==> src/rtl/nn_train_scheduler_if.sv <==
// Bundles the sample stream, the Neural_Network launch/done handshake and
// the scheduler status outputs. The master side is the environment (uart,
// network core, bench); the slave side is the scheduler itself.
interface nn_train_scheduler_if #(
  parameter int NPIXEL   = 784,
  parameter int AW       = 2,
  parameter int CNT_BITS = 14
);
  logic                sample_valid;
  logic [NPIXEL-1:0]   sample_pixel;
  logic [3:0]          sample_label;
  logic                hold;
  logic                nn_start;
  logic [NPIXEL-1:0]   nn_pixel;
  logic [3:0]          nn_label;
  logic                nn_done;
  logic                busy;
  logic [AW:0]         fifo_level;
  logic [CNT_BITS-1:0] done_count;
  logic [CNT_BITS-1:0] drop_count;
  logic                timeout_err;

  modport master (
    output sample_valid, sample_pixel, sample_label, hold, nn_done,
    input  nn_start, nn_pixel, nn_label, busy, fifo_level,
           done_count, drop_count, timeout_err
  );

  modport slave (
    input  sample_valid, sample_pixel, sample_label, hold, nn_done,
    output nn_start, nn_pixel, nn_label, busy, fifo_level,
           done_count, drop_count, timeout_err
  );
endinterface

==> src/rtl/nn_train_scheduler.sv <==
// Training-pass scheduler between the uart receiver and the Neural_Network
// core. Incoming {label,pixel} samples are queued in a small FIFO; one pass
// is launched at a time with a single-cycle start pulse, the operands are
// held for the whole pass, and the pass ends on nn_done or a watchdog.
module nn_train_scheduler #(
  parameter int NPIXEL   = 784,
  parameter int DEPTH    = 4,
  parameter int AW       = 2,
  parameter int TIMEOUT  = 1048576,
  parameter int CNT_BITS = 14
) (
  input  logic clk,
  input  logic reset_b,
  nn_train_scheduler_if.slave bus
);

  localparam int               TW       = $clog2(TIMEOUT);
  localparam logic [TW-1:0]    TMR_LAST = TW'(TIMEOUT - 1);
  localparam logic [AW:0]      LVL_FULL = (AW + 1)'(DEPTH);
  localparam int               EW       = NPIXEL + 4;

  typedef enum logic [1:0] {
    S_IDLE   = 2'd0,
    S_LAUNCH = 2'd1,
    S_RUN    = 2'd2
  } state_t;

  state_t              r_state;
  logic [EW-1:0]       r_mem [DEPTH];
  logic [AW-1:0]       r_wptr;
  logic [AW-1:0]       r_rptr;
  logic [AW:0]         r_level;
  logic [TW-1:0]       r_timer;
  logic                r_nn_start;
  logic [NPIXEL-1:0]   r_nn_pixel;
  logic [3:0]          r_nn_label;
  logic [CNT_BITS-1:0] r_done_count;
  logic [CNT_BITS-1:0] r_drop_count;
  logic                r_timeout_err;

  logic                w_full;
  logic                w_empty;
  logic                w_label_ok;
  logic                w_push;
  logic                w_pop;
  logic                w_drop;
  logic                w_timer_exp;
  logic [EW-1:0]       w_head;

  // Full/empty come from the registered level, so a pop in the same cycle
  // never makes room for a push that arrives while the FIFO is full.
  assign w_full      = (r_level == LVL_FULL);
  assign w_empty     = (r_level == '0);
  assign w_label_ok  = (bus.sample_label <= 4'd9);
  assign w_push      = bus.sample_valid && !w_full && w_label_ok;
  assign w_drop      = bus.sample_valid && !w_push;
  assign w_pop       = (r_state == S_IDLE) && !w_empty && !bus.hold;
  assign w_timer_exp = (r_timer == TMR_LAST);
  assign w_head      = r_mem[r_rptr];

  // Sample storage; contents need no reset because the level gates every read.
  always_ff @(posedge clk) begin
    if (w_push) begin
      r_mem[r_wptr] <= {bus.sample_label, bus.sample_pixel};
    end
  end

  // FIFO pointers and occupancy; pointers wrap naturally since DEPTH is 2**AW.
  always_ff @(posedge clk or negedge reset_b) begin
    if (!reset_b) begin
      r_wptr  <= '0;
      r_rptr  <= '0;
      r_level <= '0;
    end else begin
      if (w_push) begin
        r_wptr <= r_wptr + 1'b1;
      end
      if (w_pop) begin
        r_rptr <= r_rptr + 1'b1;
      end
      case ({w_push, w_pop})
        2'b10:   r_level <= r_level + 1'b1;
        2'b01:   r_level <= r_level - 1'b1;
        default: r_level <= r_level;
      endcase
    end
  end

  // Pass sequencer: launch on pop, one start cycle, then wait for done or watchdog.
  always_ff @(posedge clk or negedge reset_b) begin
    if (!reset_b) begin
      r_state       <= S_IDLE;
      r_timer       <= '0;
      r_nn_start    <= 1'b0;
      r_nn_pixel    <= '0;
      r_nn_label    <= '0;
      r_done_count  <= '0;
      r_timeout_err <= 1'b0;
    end else begin
      r_nn_start <= 1'b0;
      case (r_state)
        S_IDLE: begin
          if (w_pop) begin
            r_state    <= S_LAUNCH;
            r_nn_start <= 1'b1;
            r_nn_pixel <= w_head[NPIXEL-1:0];
            r_nn_label <= w_head[EW-1:NPIXEL];
          end
        end
        S_LAUNCH: begin
          r_timer <= '0;
          r_state <= S_RUN;
        end
        S_RUN: begin
          if (bus.nn_done) begin
            r_state <= S_IDLE;
            if (r_done_count != '1) begin
              r_done_count <= r_done_count + 1'b1;
            end
          end else if (w_timer_exp) begin
            r_state       <= S_IDLE;
            r_timeout_err <= 1'b1;
          end else begin
            r_timer <= r_timer + 1'b1;
          end
        end
        default: r_state <= S_IDLE;
      endcase
    end
  end

  // Saturating count of samples rejected for a full FIFO or an illegal label.
  always_ff @(posedge clk or negedge reset_b) begin
    if (!reset_b) begin
      r_drop_count <= '0;
    end else if (w_drop && (r_drop_count != '1)) begin
      r_drop_count <= r_drop_count + 1'b1;
    end
  end

  assign bus.nn_start    = r_nn_start;
  assign bus.nn_pixel    = r_nn_pixel;
  assign bus.nn_label    = r_nn_label;
  assign bus.busy        = (r_state != S_IDLE);
  assign bus.fifo_level  = r_level;
  assign bus.done_count  = r_done_count;
  assign bus.drop_count  = r_drop_count;
  assign bus.timeout_err = r_timeout_err;

endmodule

==> src/flat_wrapper.sv <==
// flat-port wrapper written by rule: the top's interface ports become plain ports
module nn_train_scheduler_flat 
#(
  parameter int NPIXEL   = 784,
  parameter int DEPTH    = 4,
  parameter int AW       = 2,
  parameter int TIMEOUT  = 1048576,
  parameter int CNT_BITS = 14
)
  (clk, reset_b, bus_sample_valid, bus_sample_pixel, bus_sample_label, bus_hold, bus_nn_done, bus_nn_start, bus_nn_pixel, bus_nn_label, bus_busy, bus_fifo_level, bus_done_count, bus_drop_count, bus_timeout_err);
  nn_train_scheduler_if #(.NPIXEL(NPIXEL), .AW(AW), .CNT_BITS(CNT_BITS)) bus_i ();
  input  logic clk;
  input  logic reset_b;
  input wire logic [$bits(bus_i.sample_valid)-1:0] bus_sample_valid;
  input wire logic [$bits(bus_i.sample_pixel)-1:0] bus_sample_pixel;
  input wire logic [$bits(bus_i.sample_label)-1:0] bus_sample_label;
  input wire logic [$bits(bus_i.hold)-1:0] bus_hold;
  input wire logic [$bits(bus_i.nn_done)-1:0] bus_nn_done;
  output wire logic [$bits(bus_i.nn_start)-1:0] bus_nn_start;
  output wire logic [$bits(bus_i.nn_pixel)-1:0] bus_nn_pixel;
  output wire logic [$bits(bus_i.nn_label)-1:0] bus_nn_label;
  output wire logic [$bits(bus_i.busy)-1:0] bus_busy;
  output wire logic [$bits(bus_i.fifo_level)-1:0] bus_fifo_level;
  output wire logic [$bits(bus_i.done_count)-1:0] bus_done_count;
  output wire logic [$bits(bus_i.drop_count)-1:0] bus_drop_count;
  output wire logic [$bits(bus_i.timeout_err)-1:0] bus_timeout_err;
  assign bus_i.sample_valid = bus_sample_valid;
  assign bus_i.sample_pixel = bus_sample_pixel;
  assign bus_i.sample_label = bus_sample_label;
  assign bus_i.hold = bus_hold;
  assign bus_i.nn_done = bus_nn_done;
  assign bus_nn_start = bus_i.nn_start;
  assign bus_nn_pixel = bus_i.nn_pixel;
  assign bus_nn_label = bus_i.nn_label;
  assign bus_busy = bus_i.busy;
  assign bus_fifo_level = bus_i.fifo_level;
  assign bus_done_count = bus_i.done_count;
  assign bus_drop_count = bus_i.drop_count;
  assign bus_timeout_err = bus_i.timeout_err;
  nn_train_scheduler #(.NPIXEL(NPIXEL), .DEPTH(DEPTH), .AW(AW), .TIMEOUT(TIMEOUT), .CNT_BITS(CNT_BITS)) u_core (.clk(clk), .reset_b(reset_b), .bus(bus_i));
endmodule
==> config.mk <==
export PLATFORM = sky130hd
export DESIGN_NAME = nn_train_scheduler_flat
export DESIGN_NICKNAME = d
export VERILOG_FILES = /design/src/rtl/nn_train_scheduler_if.sv /design/src/rtl/nn_train_scheduler.sv /design/src/flat_wrapper.sv
export SDC_FILE = /design/constraint.sdc
export NUM_CORES = 2
export LEC_CHECK = 0
export CORE_AREA = 4 4 627 629
export CTS_BUF_LIST = sky130_fd_sc_hd__clkbuf_4 sky130_fd_sc_hd__clkbuf_8
export DETAILED_ROUTE_END_ITERATION = 6
export DIE_AREA = 0 0 631 633
export HOLD_SLACK_MARGIN = 0.03
export PLACE_DENSITY_LB_ADDON = 0.3
export SYNTH_ARGS = -nofsm -noshare
export SYNTH_HDL_FRONTEND = slang
export SYNTH_SLANG_ARGS = --single-unit
==> constraint.sdc <==
create_clock -name clk -period 53.5 [get_ports clk]
set_input_delay 8.025 -clock clk [delete_from_list [all_inputs] [get_ports clk]]
set_output_delay 8.025 -clock clk [all_outputs]
set_load 0.02 [all_outputs]
==> results.yml <==
yosys:
  synthSimpleGateAreaFrac_pct: 0.411
  synthCells: 6061
  synth_top_family_by_area: "multiplexers"
  synth-edff-count: 3152
  synthFlopType: "edfxtp_1"
  synthAdderAreaFrac_pct: 0.0825
  synth_compound_area_share_pct: 0.251
  ys_ff_latch: 3999
  async_flop_share_pct: 21.2
  syn_nets: 6863
  synth.avg_cell_area_um2: 24.0
  yosys_warnings: 0
  yosys-top-cells-area: "edfxtp_1, dfrtp_1, mux4_2"
  synth_top_area_cell: "edfxtp_1"
  yosys.area_share.xor_xnor_pct: 0.180
  netlist.area_leader.share_pct: 65.0
  synth.area.mux_share_pct: 18.3
  ys_seq_area_share_pct: 79.5
  netlist_area_um2: 146000
  synth.distinct_cells: 47
power_and_ir_drop:
  finalPower_mw: 10.4
  p_per_area_nw_per_um2: 57.3
  vdd_ir_drop_max_mv: 0.0381
  p_leak_nw: 61.5
die:
  start_util_pct: 37.5
  rows: 229
  die-area_um2: 399000
  io_pins: 1615
  die_y_um: 633
  coreArea_um2: 388000
  die_x_um: 631
cts:
  cts_buffer_depth: 4
  clk_latency_ns: 1.19
  ctsHoldBuffers: 0
  cts_buffers: 653
  cts.sinks: 3999
  cts_tree: "yes"
  cts_resized: 0
  htree_levels: 6
  cts-root-buf: "clkbuf_8"
  postCtsSetupBuffers: 0
  clk_pin_slew_worst_paths_ns: 0.06
status:
  status: "finished clean"
placed_design:
  port_buffers: 1614
  gp_congestion: 0.833
  dp_hpwl_um: 263000
  dpl_cell_area_um2: 168000
setup_path:
  critPathLaunchType: "input port"
  cp_max_fo: 63
  arrival_ns: 13.34
  critical_path.endpoint_type: "flip-flop"
  worstPathRequired_ns: 54.28
  critPathKind: "input port to flip-flop"
layout:
  drive_gt1_share_pct: 31.6
  nets: 8965
  fin_util_pct: 46.9
  postLayoutCellArea_um2: 182000
  syn_to_final_growth_pct: 24.8
routing:
  drcViolationCount: 0
  first_pass_iters: 6
  wire_per_inst_um: 28.4
  vias_per_cell: 5.04
  dr_total_vias: 70500
  postRouteWirelength_um: 398000
  ant_nets: 0
  drt_iter0_drc: 4743
sta:
  drv_slew: 0
  rsz0062_at_grt: "no"
  timing_hold_violations_final: 0
  layout_min_cycle_time_ns: 12.57
  fin_setup_tns_ns: 0
  max_slew_margin_pct: 25.3
  worst_pin_slew_ns: 1.12
  timing.fmax_mhz: 79.6
  finalSetupViolCount: 0
  period_share_pct: 23.5
  fin_skew_ns: 0.0743
  whs_ns: 0.483
global_route:
  grt_pass1_vias: 74500
  track_usage_pct: 19.4
  overflow: 0
  grt_pass1_wl_um: 558000
  grt_max_degree: 149
  antenna_found_initial: 216
hold_path:
  min_path_type: "flip-flop to flip-flop"
job:
  drv_cap: 0
==> worst max-delay path, cell delays in order <==
cell and delay (ns):
clkdlybuf4s50_1 0.53, o21a_1 0.25, nor2_1 0.30, and3_4 0.95, buf_4 0.57, buf_4 0.76, buf_4 0.78, buf_4 0.80
==> metal layers <==
metal	up-vias	wire length [µm]	GRT usage, %
met5	-	1010	0
met4	160	19700	8.96
met3	1009	33100	6.85
met2	2390	198000	32.0
met1	37400	147000	22.7
li1	29500	-	-
==> sequential cells by signal (all words and copies together) (netlist names), 3 cells and up <==
signal and count:
u_core.bus.nn_pixel 784, u_core.bus.done_count 14, u_core.bus.drop_count 14, u_core.bus.fifo_level 3, u_core.r_timer 20, u_core.r_mem 3152, u_core.bus.nn_label 4
==> final timing paths <==
kind	start	depth (start not counted)	slack [ns]	end
worst max-delay path	bus_sample_label[1]	8	40.93	u_core.r_mem[0][425]
worst min-delay path	u_core.r_timer[19]	1	0.48	u_core.r_timer[19]
worst max register to register	u_core.r_rptr[0]	7	47.36	u_core.bus.nn_pixel[39]
worst min register to register	u_core.r_timer[19]	1	0.48	u_core.r_timer[19]
max in group asynchronous	reset_b	6	42.15	u_core.bus.nn_pixel[422]
min in group asynchronous	reset_b	1	6.78	u_core.bus.nn_pixel[275]
==> cells in the final DEF, fill, tap and decap left out, types with 4 or more instances in the layout <==
cell and n:
nand3_1 22, xor2_1 10, inv_12 17, and3_4 4, a21oi_1 4, and3_1 4, inv_6 6, mux4_2 788
clkbuf_4 300, bufinv_16 9, clkinv_8 16, clkinv_2 33, ha_1 8, clkinv_1 79, and4_1 5, o21ai_0 6
buf_12 17, inv_1 11, inv_8 5, clkinvlp_4 6, nor2b_1 4, mux2_1 76, o311ai_0 4, nor3_1 9
nand4_1 13, buf_4 85, o211ai_1 13, clkbuf_8 737, inv_16 8, diode_2 73, edfxtp_1 3152, clkdlybuf4s50_1 1613
o31ai_1 12, xnor2_1 20, mux2_2 714, nor2_1 14, dfrtp_1 845, nand2_1 23
==> power by group <==
part           total [mW]  internal (mW)  switching, mW
clock network        2.79           1.54           1.25
registers            4.37           4.03          0.338
logic                3.26           1.56           1.70
total                10.4           7.13           3.29
==> per-stage QoR <==
stage,cells,setup slack (ns)
final,14000,40.93
after global routing,14000,40.77
after CTS,13900,41.01
after detailed placement,12700,39.69
after global placement,12700,39.70
after floorplan,6061,25.93
==> kinds of logic after synthesis <==
| kind of cell | after synthesis |
|---|---|
| fa+ha+maj | 9 |
| compound gates | 51 |
| xor+xnor | 30 |
| flops | 3999 |
| simple gates | 112 |
| buf+inv | 280 |
| mux | 1580 |
==> synthesized netlist by cell type (2+ instances only) <==
library cell / number
edfxtp_1: 3152
dfrtp_1: 847
mux4_2: 788
mux2_2: 714
clkbuf_1: 95
buf_6: 87
mux2_1: 76
buf_1: 47
buf_2: 33
nand2_1: 23
nand3_1: 22
xnor2_1: 20
nor2_1: 14
nand4_1: 13
o211ai_1: 13
o31ai_1: 12
inv_1: 11
nor3_1: 10
xor2_1: 10
and3_1: 8
ha_1: 8
buf_4: 7
o21ai_0: 6
and4_1: 5
a21oi_1: 4
nor2b_1: 4
o311ai_0: 4
a31oi_1: 3
nor3b_1: 3
a2bb2oi_1: 2
and2_1: 2
mux2i_1: 2
nand3b_1: 2
==> cell type report <==
cell class / instances / area (µm²)
antenna: 73 / 183
clock buffer: 1037 / 12400
clock inverter: 182 / 1630
fill: 32300 / 206000
inverter: 11 / 41.3
multi-input combinational: 1782 / 28000
sequential: 3999 / 116000
tap: 5197 / 6500
timing repair buffer: 1716 / 17100
Note: power is estimated with default switching activity, not from simulation.
